[src/rtl/ffo_pkg.sv]
// Shared types and constants for the find-first-one engine and its inverse decoder.
package ffo_pkg;

    localparam int FFO_WIDTH = 32;
    localparam int FFO_POS_W = 5;

    typedef enum logic {
        IDLE  = 1'b0,
        SHIFT = 1'b1
    } ffo_state_e;

    typedef logic [FFO_POS_W-1:0] ffo_pos_t;

endpackage

[src/rtl/ffo_down_counter.sv]
// Loadable down-counter with zero flag; it saturates at zero instead of wrapping.
module ffo_down_counter
    import ffo_pkg::*;
#(
    parameter int W = FFO_POS_W
) (
    input  logic         clock,
    input  logic         reset,
    input  logic         load,
    input  logic         dec,
    input  logic [W-1:0] d,
    output logic [W-1:0] q,
    output logic         zero
);

    always_ff @(posedge clock or posedge reset) begin
        if (reset) begin
            q <= '0;
        end else if (load) begin
            q <= d;
        end else if (dec && (q != '0)) begin
            q <= q - 1'b1;
        end
    end

    assign zero = (q == '0);

endmodule

[src/rtl/ffo_decode32s.sv]
// Sequential position-to-one-hot decoder: walks a single 1 from b[0] to b[p] over p+1 cycles.
// Optional thermometer output is enabled with the FFO_DECODE_MASK_EN macro.
module ffo_decode32s
    import ffo_pkg::*;
#(
    parameter int WIDTH = FFO_WIDTH,
    localparam int POS_W = $clog2(WIDTH)
) (
    input  logic             clock,
    input  logic             reset,
    input  logic             start,
    input  logic [POS_W-1:0] p,
    output logic [0:WIDTH-1] b,
    output logic             ready,
    output logic             done
`ifdef FFO_DECODE_MASK_EN
    ,
    output logic [0:WIDTH-1] mask
`endif
);

    // Internal bit WIDTH-1 is the externally visible index 0.
    localparam logic [WIDTH-1:0] MSB_ONE = {1'b1, {(WIDTH-1){1'b0}}};

    ffo_state_e       state_q;
    ffo_state_e       state_d;
    logic [WIDTH-1:0] sr_q;
    logic [POS_W-1:0] cnt;
    logic             cnt_zero;
    logic             accept;
    logic             shift_en;
    logic             finish;

    assign accept   = (state_q == IDLE) && start;
    assign shift_en = (state_q == SHIFT) && !cnt_zero;
    assign finish   = (state_q == SHIFT) && cnt_zero;

    ffo_down_counter #(
        .W (POS_W)
    ) u_cnt (
        .clock (clock),
        .reset (reset),
        .load  (accept),
        .dec   (shift_en),
        .d     (p),
        .q     (cnt),
        .zero  (cnt_zero)
    );

    always_ff @(posedge clock or posedge reset) begin
        if (reset) begin
            state_q <= IDLE;
        end else begin
            state_q <= state_d;
        end
    end

    always_comb begin
        state_d = state_q;
        case (state_q)
            IDLE:    if (start)    state_d = SHIFT;
            SHIFT:   if (cnt_zero) state_d = IDLE;
            default: state_d = IDLE;
        endcase
    end

    always_comb begin
        ready = (state_q == IDLE);
    end

    always_ff @(posedge clock or posedge reset) begin
        if (reset) begin
            sr_q <= '0;
            done <= 1'b0;
        end else begin
            done <= finish;
            if (accept) begin
                sr_q <= MSB_ONE;
            end else if (shift_en) begin
                sr_q <= sr_q >> 1;
            end
        end
    end

    assign b = sr_q;

`ifdef FFO_DECODE_MASK_EN
    logic [WIDTH-1:0] mask_q;

    // Thermometer fills behind the walking 1, so it covers indices 0..p at done.
    always_ff @(posedge clock or posedge reset) begin
        if (reset) begin
            mask_q <= '0;
        end else if (accept) begin
            mask_q <= MSB_ONE;
        end else if (shift_en) begin
            mask_q <= (mask_q >> 1) | MSB_ONE;
        end
    end

    assign mask = mask_q;
`endif

endmodule

[config.mk]
export PLATFORM = sky130hd
export DESIGN_NAME = ffo_decode32s
export DESIGN_NICKNAME = d
export VERILOG_FILES = /design/src/rtl/ffo_pkg.sv /design/src/rtl/ffo_down_counter.sv /design/src/rtl/ffo_decode32s.sv
export SDC_FILE = /design/constraint.sdc
export NUM_CORES = 1
export LEC_CHECK = 0
export ABC_AREA = 0
export CAP_MARGIN = 20
export CORE_MARGIN = 2
export CORE_UTILIZATION = 50
export CTS_BUF_LIST = sky130_fd_sc_hd__clkbuf_16
export CTS_CLUSTER_DIAMETER = 200
export CTS_CLUSTER_SIZE = 30
export DETAILED_ROUTE_END_ITERATION = 6
export GPL_ROUTABILITY_DRIVEN = 0
export PLACE_DENSITY_LB_ADDON = 0.15
export SLEW_MARGIN = 20
export SYNTH_ARGS = -nofsm -noshare
export SYNTH_HDL_FRONTEND = slang
export SYNTH_SLANG_ARGS = --single-unit
[constraint.sdc]
create_clock -name clock -period 3.19 [get_ports clock]
set_clock_uncertainty 0.2 [all_clocks]
set_input_delay 0.4785 -clock clock [delete_from_list [all_inputs] [get_ports clock]]
set_output_delay 0.4785 -clock clock [all_outputs]
set_load 0.02 [all_outputs]
==> results.txt <==
Ys Warns: 0
Hold path cells: 1
Worst slew pin tran: 0.573 ns
Syn_nets: 118
Area leader, netlist: dfrtp_1
Initial antenna violation count: 0
Clk sinks: 39
Placed cell area: 0.00193 mm^2
Async SR Flop Fraction: 1.00
Antenna diodes: 0
DR WL met2: 1370 um
CTS H-Tree Depth: 2
Vias in the first global route: 1,022
Synthesized flop and latch total: 39
Grt total ovfl: 0
Tmin final: 2.28 ns
Final HPWL DP: 1860 um
Mapped Cells: 109
Ranking of synthesized cells by area: dfrtp_1, a22o_1, buf_4
Initial DRC Count: 40
Fin Hold WS: 0.302 ns
Area delta synth->final: 38.8%
Top_reg_cell synth: dfrtp_1
Multi-input logic area: 470 um^2
Clk slew on worst S/H paths: 0.06 ns
Post-Route WL: 2960 um
Die area: 0.00347 mm^2
Final Hold Vio Count: 0
Reg area: 976 um^2
WL per Instance: 16.1 um
Port Buf Inserts: 41
Synthesized area: 0.00151 mm^2
Fillers: 200
LEAKAGE: 0.954 nW
Vias/cell: 5.78
DP Worst Slack: 0.994 ns
Max frequency: 0.439 GHz
Met3 routed wirelength: 170 um
DRT Pass-1 Iters: 6
WHS Endpoint: b[31]
Peak supply drop: 0.000580 V
Post-synthesis sequential area ratio: 0.647
R2r startpoint: u_cnt.q[0]
Clock Latency Late Sink: 0.28 ns
Count of final setup violators: 0
First-pass GRT wire length: 4940 um
Clock root buffer: clkbuf_16
Die span in x: 58.9 um
PwrDens: 847 mW/mm^2
Crit. Startpoint: state_q
Core area: 0.00281 mm^2
CTS tree: built
Share of layout cells above drive strength 1: 0.0784
Setup_tns: 0 ns
DR DRC count: 2
Final Slew Violations: 0
Worst hold path class: reg2reg
Largest net degree at the start of global routing: 40
Starting Density: 0.537
R2r setup slk: 0.96 ns
Fin cells: 184
Fin area: 0.00209 mm^2
Die H: 58.9 um
Required time worst endpoint: 2.51 ns
Met1 wire length: 1360 um
Crit-path max FO: 9
Synth cell types: 26
FP Rows: 19
Via count: 1,063
Post-synth EDFFs: 0
Final worst path period share: 0.713
Reg2reg path depth: 5
IO Count: 42
Max-cap viol count: 0
Violated checks: DRC
Final worst slack: 0.914 ns
Nets: 161
Post-CTS Setup Bufs: 0
Worst Path Arrival: 1.60 ns
Placed Cells: 176
Crit. End Element: output port
Most frequent cells in the layout: clkdlybuf4s50_1, dfrtp_1, a22o_1
Setup Crit Path Kind: reg2out
Top sig layer: met4
Clock buffer depth: 2
Hold_sp: b[31]
Commonest non-fill, non-tap cell in the layout: clkdlybuf4s50_1
RSZ-0062 raised after global routing: false
Antenna viol nets, final: 0
# hold bufs at CTS: 0
GRT Util Overall: 0.195
FF-to-FF End: u_cnt.q[1]
CTS buffer count: 5
Startpoint Class: flop
Post-cts resize count: 0
Avg Synthesized Cell Area: 13.8 um^2
Worst slew margin: 0.618
Outcome: complete, but fails checks
Share of the synthesized area in the top cell type: 0.647
==> worst max-delay path: stages, from the launching register on <==
cell	delay, ns
dfrtp_1	0.47
inv_1	0.21
clkdlybuf4s50_1	0.64
==> area by class of cell <==
cell class,count,share of cell area
Tap cell,31,0.0185
Clock buffer,5,0.0598
Inverter,5,0.00897
Timing Repair Buffer,43,0.203
Sequential cell,39,0.466
Clock inverter,3,0.0185
Multi-Input combinational cell,58,0.225
==> logic make-up (layout without fill, tap and decap cells) <==
| logic type | after synthesis | after routing | synth area share |
|---|---|---|---|
| compound gates | 40 | 40 | 0.226 |
| flops | 39 | 39 | 0.647 |
| simple gates | 16 | 16 | 0.0697 |
| fa+ha+maj | 1 | 1 | 0.00830 |
| buf+inv | 12 | 56 | 0.0423 |
| mux | 1 | 1 | 0.00664 |
==> per-layer routing <==
metal / global-route usage / vias to the layer above
met5: 0 / -
met4: 0.0974 / 0
met3: 0.0484 / 7
met2: 0.292 / 34
met1: 0.265 / 527
li1: - / 495
==> state kept, by name, summed over array words and instances (netlist names) <==
signal / cells
b: 32
done: 1
state_q: 1
u_cnt.q: 5
==> stage by stage <==
stage                     power (W)   util
after detailed placement    0.00121  0.688
after global placement      0.00120  0.688
final                       0.00177  0.746
after floorplan             0.00106      -
after CTS                   0.00178  0.746
after global routing        0.00186  0.746
==> cells in the mapped netlist, types with 2 or more instances <==
| cell | number |
|---|---|
| inv_1 | 5 |
| buf_2 | 3 |
| nor2_1 | 6 |
| dfrtp_1 | 39 |
| buf_4 | 4 |
| a22o_1 | 31 |
| nand2_1 | 2 |
==> power by group <==
part / switching [W] / internal [W]
combinational: 0.000325 / 0.000227
clock: 0.000193 / 0.000364
sequential: 0.0000857 / 0.000578
==> worst max path at each step <==
stage	to	slack, ns	cells after the start
CTS	ready	0.93	2
global placement	u_cnt.q[1]	1.07	4
floorplan	b[1]	1.46	6
global route	u_cnt.q[1]	0.75	5
finish	ready	0.91	2
detailed placement	u_cnt.q[1]	0.99	5
Note: power is estimated with default switching activity, not from simulation.
